--- src/rtl/imem_boot_loader.sv ---
// Boot loader: packs a byte stream into 32-bit little-endian words, writes them to imem,
// and releases core_rst once the image is loaded. Define IMEM_BOOT_LOADER_CHECKSUM_EN to require a trailing XOR byte.
module imem_boot_loader #(
    parameter int          MEM_WORDS = 1024,
    parameter logic [31:0] BASE_ADDR = 32'h0000_0000
) (
    input  logic        clk,
    input  logic        rst,
    input  logic        byte_valid,
    input  logic [7:0]  byte_data,
    output logic        byte_ready,
    output logic        imem_we,
    output logic [31:0] imem_addr,
    output logic [31:0] imem_wd,
    output logic        core_rst,
    output logic        done,
    output logic        error
);

    localparam int IW = $clog2(MEM_WORDS) + 1;

    // Handshake: a byte transfers on a rising clk edge where byte_valid and byte_ready are
    // both high; byte_data is ignored otherwise, and byte_valid may drop on any cycle.
    typedef enum logic [2:0] {
        ST_HDR   = 3'd0,
        ST_HCHK  = 3'd1,
        ST_LOAD  = 3'd2,
        ST_WRITE = 3'd3,
        ST_CSUM  = 3'd4,
        ST_DONE  = 3'd5,
        ST_ERR   = 3'd6
    } state_t;

    state_t        state;
    state_t        state_nx;
    logic [1:0]    byte_cnt;
    logic [31:0]   hdr;
    logic [23:0]   word_sr;
    logic [IW-1:0] idx;
    logic          accept;
    logic          last_word;
    logic          hdr_bad;
`ifdef IMEM_BOOT_LOADER_CHECKSUM_EN
    logic [7:0]    csum;
`endif

    assign accept    = byte_valid & byte_ready;
    assign last_word = ((32'(idx) + 32'd1) == hdr);
    assign hdr_bad   = (hdr == 32'd0) || (hdr > 32'(MEM_WORDS));

    // State register
    always_ff @(posedge clk or posedge rst) begin
        if (rst) begin
            state <= ST_HDR;
        end else begin
            state <= state_nx;
        end
    end

    // Next-state logic
    always_comb begin
        state_nx = state;
        case (state)
            ST_HDR: begin
                if (accept && byte_cnt == 2'd3) begin
                    state_nx = ST_HCHK;
                end
            end
            ST_HCHK: begin
                state_nx = hdr_bad ? ST_ERR : ST_LOAD;
            end
            ST_LOAD: begin
                if (accept && byte_cnt == 2'd3) begin
                    state_nx = ST_WRITE;
                end
            end
            ST_WRITE: begin
                if (last_word) begin
`ifdef IMEM_BOOT_LOADER_CHECKSUM_EN
                    state_nx = ST_CSUM;
`else
                    state_nx = ST_DONE;
`endif
                end else begin
                    state_nx = ST_LOAD;
                end
            end
            ST_CSUM: begin
`ifdef IMEM_BOOT_LOADER_CHECKSUM_EN
                if (accept) begin
                    state_nx = (byte_data == csum) ? ST_DONE : ST_ERR;
                end
`else
                state_nx = ST_ERR;
`endif
            end
            ST_DONE: state_nx = ST_DONE;
            ST_ERR:  state_nx = ST_ERR;
            default: state_nx = ST_ERR;
        endcase
    end

    // Outputs decode straight from state so core_rst rises the instant rst asserts.
    always_comb begin
        byte_ready = 1'b0;
        imem_we    = 1'b0;
        core_rst   = 1'b1;
        done       = 1'b0;
        error      = 1'b0;
        case (state)
            ST_HDR, ST_LOAD, ST_CSUM: byte_ready = 1'b1;
            ST_WRITE:                 imem_we    = 1'b1;
            ST_DONE: begin
                core_rst = 1'b0;
                done     = 1'b1;
            end
            ST_ERR:                   error      = 1'b1;
            default: ;
        endcase
    end

    // Byte counter and header/word assembly
    always_ff @(posedge clk or posedge rst) begin
        if (rst) begin
            byte_cnt <= 2'd0;
            hdr      <= 32'd0;
            word_sr  <= 24'd0;
        end else if (accept && (state == ST_HDR || state == ST_LOAD)) begin
            byte_cnt <= byte_cnt + 2'd1;
            if (state == ST_HDR) begin
                hdr <= {byte_data, hdr[31:8]};
            end else begin
                word_sr <= {byte_data, word_sr[23:8]};
            end
        end
    end

    // Write port registers are loaded on the 4th byte so they are valid in WRITE and hold after.
    always_ff @(posedge clk or posedge rst) begin
        if (rst) begin
            imem_addr <= BASE_ADDR;
            imem_wd   <= 32'd0;
            idx       <= '0;
        end else begin
            if (state == ST_LOAD && accept && byte_cnt == 2'd3) begin
                imem_wd   <= {byte_data, word_sr};
                imem_addr <= BASE_ADDR + (32'(idx) << 2);
            end
            if (state == ST_WRITE) begin
                idx <= idx + IW'(1);
            end
        end
    end

`ifdef IMEM_BOOT_LOADER_CHECKSUM_EN
    // Running XOR over payload bytes only; the header never contributes.
    always_ff @(posedge clk or posedge rst) begin
        if (rst) begin
            csum <= 8'd0;
        end else if (state == ST_LOAD && accept) begin
            csum <= csum ^ byte_data;
        end
    end
`endif

endmodule

--- config.mk ---
export PLATFORM = sky130hd
export DESIGN_NAME = imem_boot_loader
export DESIGN_NICKNAME = d
export VERILOG_FILES = /design/src/rtl/imem_boot_loader.sv
export SDC_FILE = /design/constraint.sdc
export NUM_CORES = 1
export LEC_CHECK = 0
export ABC_CLOCK_PERIOD_IN_PS = 3800
export BUFFER_PORTS_ARGS = -buffer_cell sky130_fd_sc_hd__buf_2
export CAP_MARGIN = 40
export CORE_MARGIN = 4
export CORE_UTILIZATION = 56
export CTS_CLUSTER_SIZE = 12
export DETAILED_ROUTE_END_ITERATION = 16
export PLACE_DENSITY = 0.79
export SLEW_MARGIN = 20
export SYNTH_ARGS = -nofsm -noshare
export SYNTH_HDL_FRONTEND = slang
export SYNTH_SLANG_ARGS = --single-unit
--- constraint.sdc ---
create_clock -name clk -period 3.8 [get_ports clk]
set_clock_uncertainty 0.1 [all_clocks]
set_input_delay 0.19 -clock clk [delete_from_list [all_inputs] [get_ports clk]]
set_output_delay 0.19 -clock clk [all_outputs]
set_load 0.01 [all_outputs]
* Word-level counts from Yosys, hierarchy flattened
Cells that the tools add are included.
** Storage, ports and cells
- Output and inout port bits :: 69
- Bits of input ports :: 11
- Latch bits :: 0
- Memories kept :: 0
- RAM bits :: 0
- Register bits :: 115
- Memory bits (read-only) :: 0
** Cells by class
- Add/subtract/negate cells :: 3
- Muxes and demuxes :: 10
- $mul :: 0
- Order comparisons :: 1
- Div/mod/pow operators :: 0
- Bitwise gates (word level) :: 2
- Equality and inequality tests :: 10
- Shift operators :: 0
- Reduce and logical (&&, ||, !) cells :: 12
** Operators by type and width (number)
- 12-bit by 32-bit equality test with 1-bit output :: 1
- 32-bit by 11-bit greater-than comparator with 1-bit output, second input constant :: 1
- 32-bit zero test :: 1
- 3-bit case mux with 5 select lines :: 1
- 11-bit by 1-bit adder with 12-bit output, second input constant :: 1
- 3-bit two-way mux :: 4
- 11-bit by 1-bit adder with 11-bit output, second input constant :: 1
- 3-bit equality test, second input constant :: 3
- 3-bit by 2-bit equality test with 1-bit output, second input constant :: 2
- 2-bit AND reduction :: 3
- 1-bit two-way mux :: 5
- 1-bit logical AND :: 4
- 2-bit != test, second input constant :: 2
- 3-bit by 1-bit equality test with 1-bit output, second input constant :: 1
- 3-bit zero test :: 1
- 3-bit OR reduction :: 1
- 2-bit by 1-bit adder with 2-bit output, second input constant :: 1
- 2-bit equality test, second input constant :: 1
- 1-bit logical OR :: 2
- 1-bit bitwise AND :: 1
- 1-bit inverter :: 1

* Longest topological paths before layout
- Depth after elaboration :: 7
- Mapped depth :: 7

* Least setup slack after synthesis
OpenSTA, ideal clock, no wires.
- Kind :: reg2reg
- Start point :: register idx[0]
- End point :: register state[2]
- Required time :: 3635 ps
- Buffers on the path :: 0
- Arrival time :: 2036 ps
- Setup slack :: 1598 ps
- Stages on the path, launching flop included :: 8
- Cells stage by stage :: dfrtp_1 -> ha_1 -> xor2_1 -> a221oi_1 -> nand3_1 -> or4_4 -> o31ai_2 -> a31o_1
** On the way
- Longest elaborated chain between the ends :: 4
** Ends and longest elaborated chain
- from (decl) :: line 39 : logic [IW-1:0] idx;
- from (signal assigned) :: line 150 : idx <= idx + IW'(1);
- 11-bit by 1-bit adder with 12-bit output :: line 48 : assign last_word = ((32'(idx) + 32'd1) == hdr);
- 12-bit by 32-bit equality test with 1-bit output :: line 48
- 3-bit two-way mux :: line 78 : if (last_word) begin
- 3-bit case mux with 5 select lines :: line 63 : case (state)
- to (signal assigned) :: line 56 : state <= state_nx;
- to (decl) :: line 34 : state_t state;
Every way passes these cells.
A chain may end at the register's enable or synchronous reset.

* Worst setup path after layout
- Start point :: register state[0]
- End point :: register imem_wd[20]
** On the way
- Longest elaborated chain between the ends :: 6
** Ends and longest elaborated chain
- 3-bit by 2-bit equality test with 1-bit output, or another cell as far along :: line 110, 145
- 3-bit OR reduction :: line 110 : case (state)
- 1-bit two-way mux :: line 110
- 1-bit bitwise AND :: line 47 : assign accept = byte_valid & byte_ready;
- 1-bit logical AND (*) (2 in a row) :: line 145 : if (state == ST_LOAD && accept && byte_cnt == 2'd3) begin
- to (signal assigned) :: line 146 : imem_wd <= {byte_data, word_sr};
- to (decl) :: line 14 : output logic [31:0] imem_wd,
Every way passes the cells marked *; elsewhere a longest branch is shown, timed or not.

==> results by group <==
Run status
  – Status: finished clean

STA
  – Final Slew Violations: 0
  – Min cycle time layout: 2680 ps
  – Worst Tran Pin Value: 528 ps
  – Max Fclk: 0.373 GHz
  – Post-route clock period utilization: 70.5%
  – Fin. Hold Viols: 0
  – Final setup fails: 0
  – Setup TNS: 0 ps
  – Max transition margin: 64.7%
  – RSZ-0062 raised after global routing: no

Critical path
  – Worst setup EP type: flip-flop
  – Critical Setup Path Class: reg -> reg
  – Startpoint types: flip-flop
  – Reg2reg path depth: 6
  – Max FO, Critical Path: 25
  – R2R Setup Slk: 1120 ps
  – Worst EP required: 4090 ps
  – R2r endpoint: imem_wd[20]$_DFFE_PP0P_
  – Crit path launch: state[0]$_DFFE_PP0P_
  – Highest-delay cell along the critical path: nor3b_1
  – R2r startpoint: state[0]$_DFFE_PP0P_
  – Critical path arrival: 2970 ps
  – Critical path's largest stage delay: 500 ps
  – Worst path cell trace: nor3b_1, and2_1, buf_4, nand2_2, buf_12, mux2_2

Global route
  – Vias in the first global route: 3202
  – Initial antenna violation count: 0
  – Total grt overflow: 0
  – Largest net degree at the start of global routing: 70
  – Total track usage: 19.7%
  – Global-route wire length before repair: 15.7 mm

Final layout
  – Layout fillers: 598
  – Layout Cells excl Fill: 565
  – Most frequent cells in the layout: 115 x dfrtp_1, 97 x mux2_2, 58 x buf_2
  – Fraction of layout cells with a size suffix above 1: 44.9%
  – Sequential Area: 0.00288 mm^2
  – Most common cell after layout, fill and taps aside: dfrtp_1
  – Synthesis-to-layout area growth: 19.8%
  – Area of the multi-input gates: 0.00195 mm^2
  – ANT cells: 0
  – Final Net Count: 457

Synthesis
  – Post-Syn Area per Cell: 13.5 um^2
  – Synth top area share: 57.2%
  – Cell count after synthesis: 373
  – Register area share after synthesis: 57.2%
  – Primary FF master, synth: dfrtp_1
  – EDFF count, synth: 0
  – Cell taking the most area after synthesis: dfrtp_1
  – Yosys cell types: 51
  – FFs w/ async S/R, synth: 100%
  – Yosys warns: 0
  – FF+latch count, synth: 115
  – Post-Syn Area: 0.00503 mm^2
  – Area contributors post-synth: dfrtp_1 57%, mux2_2 22%, buf_4 3.3%

CTS
  – CTS tree: yes
  – Clock Latency Late Sink: 510 ps
  – Post_cts resized: 0
  – Worst-path clk slew: 60 ps
  – Hold Buf Count CTS: 9
  – Deepest clock path buffer count: 2
  – Clock Sinks: 115
  – Post-CTS Setup Inserts: 0
  – Cts bufs inserted: 17
  – CTS root buf: clkbuf_8
  – H-tree depth: 4

Route
  – Drt pass-1 iters: 4
  – Vias/cell: 5.51
  – Vias: 3112
  – DRC viols: 0
  – ANT nets after route: 0
  – Initial DRC count: 148
  – Routed len/inst: 17.0 um
  – Routed WL: 9.62 mm

Die
  – Core Region: 0.00872 mm^2
  – IO Pins: 80
  – Initial core utilization: 57.7%
  – Die Y: 103 um
  – Die width: 103 um
  – Num rows: 34
  – DIE AREA: 0.0106 mm^2

Pwr
  – P per Cell Area: 839 mW/mm^2
  – Peak VDD IR: 0.542 mV
  – Pleak: 2.80 nW

Min path
  – Hold Path Class: in -> async

Place
  – Placed Instances: 523
  – Port buffer count: 58
  – DP Wirelength: 6.36 mm
  – GP Congestion: 0.860

Flow run
  – Max-Cap Viols: 0
[where the power goes]
group          internal (mW)  switching [mW]  total (mW)  leakage, nW
clock                  0.989           0.544        1.53        0.287
combinational          0.763           0.593        1.36         1.10
sequential              1.75           0.415        2.17         1.42
[through the flow]
step,setup WS [ps],instance area (um^2),power [mW],utilization [%],hold slack [ps]
floorplan,466,5110,3.05,-,240
detailed placement,1100,5330,3.52,61.1,321
global placement,949,5310,3.43,60.9,316
CTS,1080,6000,5.10,68.8,30.8
finish,1120,6030,5.05,69.1,27.7
global route,915,6030,5.34,69.1,19.2
[registers in the layout, summed over array words and instances (netlist names)]
| name | flops |
|---|---|
| word_sr | 24 |
| imem_wd | 32 |
| state | 3 |
| hdr | 32 |
| idx | 11 |
| byte_cnt | 2 |
| imem_addr | 11 |
[layer usage]
layer | vias up | part of all wire, % | global-route usage [%]
met5 | - | 0 | 0
met4 | 0 | 1.4 | 6.47
met3 | 13 | 4.5 | 6.36
met2 | 82 | 51 | 33.2
met1 | 1583 | 43 | 24.3
li1 | 1434 | - | -
[cell usage after synthesis (all sizes together) (2+ instances only)]
library cell / instances
dfrtp: 115
mux2: 97
buf: 36
nand2: 15
xor2: 11
xnor2: 10
nor4: 9
nand3: 8
inv: 6
nor2: 6
nor3: 6
o21ai: 6
clkbuf: 5
a211oi: 3
nand2b: 3
nand4: 3
nor2b: 3
a21oi: 2
and3: 2
ha: 2
mux2i: 2
or2: 2
or4: 2
[kinds of logic after synthesis]
group	after synthesis	share of synthesized area, %
flip-flops	115	57.2
multiplexers	99	22.1
AND/OR/NAND/NOR	63	7.09
buffers and inverters	47	5.55
AO/OA/AOI/OAI	25	3.83
XOR/XNOR	21	3.66
adder cells (fa/ha/maj)	2	0.497
other	1	0.0745
[how the worst max path moves through the flow]
stage,to,cells past startpoint
after floorplan,byte_cnt[0]$_DFFE_PP0P_,1
after global placement,imem_wd[22]$_DFFE_PP0P_,5
after detailed placement,imem_wd[2]$_DFFE_PP0P_,6
after CTS,imem_wd[20]$_DFFE_PP0P_,6
after global routing,imem_wd[31]$_DFFE_PP0P_,6
final,imem_wd[20]$_DFFE_PP0P_,6
[worst max-delay path: cells and delay by family (launching register included)]
family                 cells  cell delay [ps]
multiplexers               1              290
AND/OR/NAND/NOR            3             1090
buffers and inverters      2              620
flip-flops                 1              440
[cell type report]
class / instances / share of cell area (%)
timing repair buffer: 73 / 7.60
clock inverter: 15 / 2.76
clock buffer: 17 / 6.87
sequential: 115 / 47.7
tap: 108 / 2.24
multi-input combinational: 231 / 32.4
inverter: 6 / 0.415
Power figures use the tool's default switching activity.
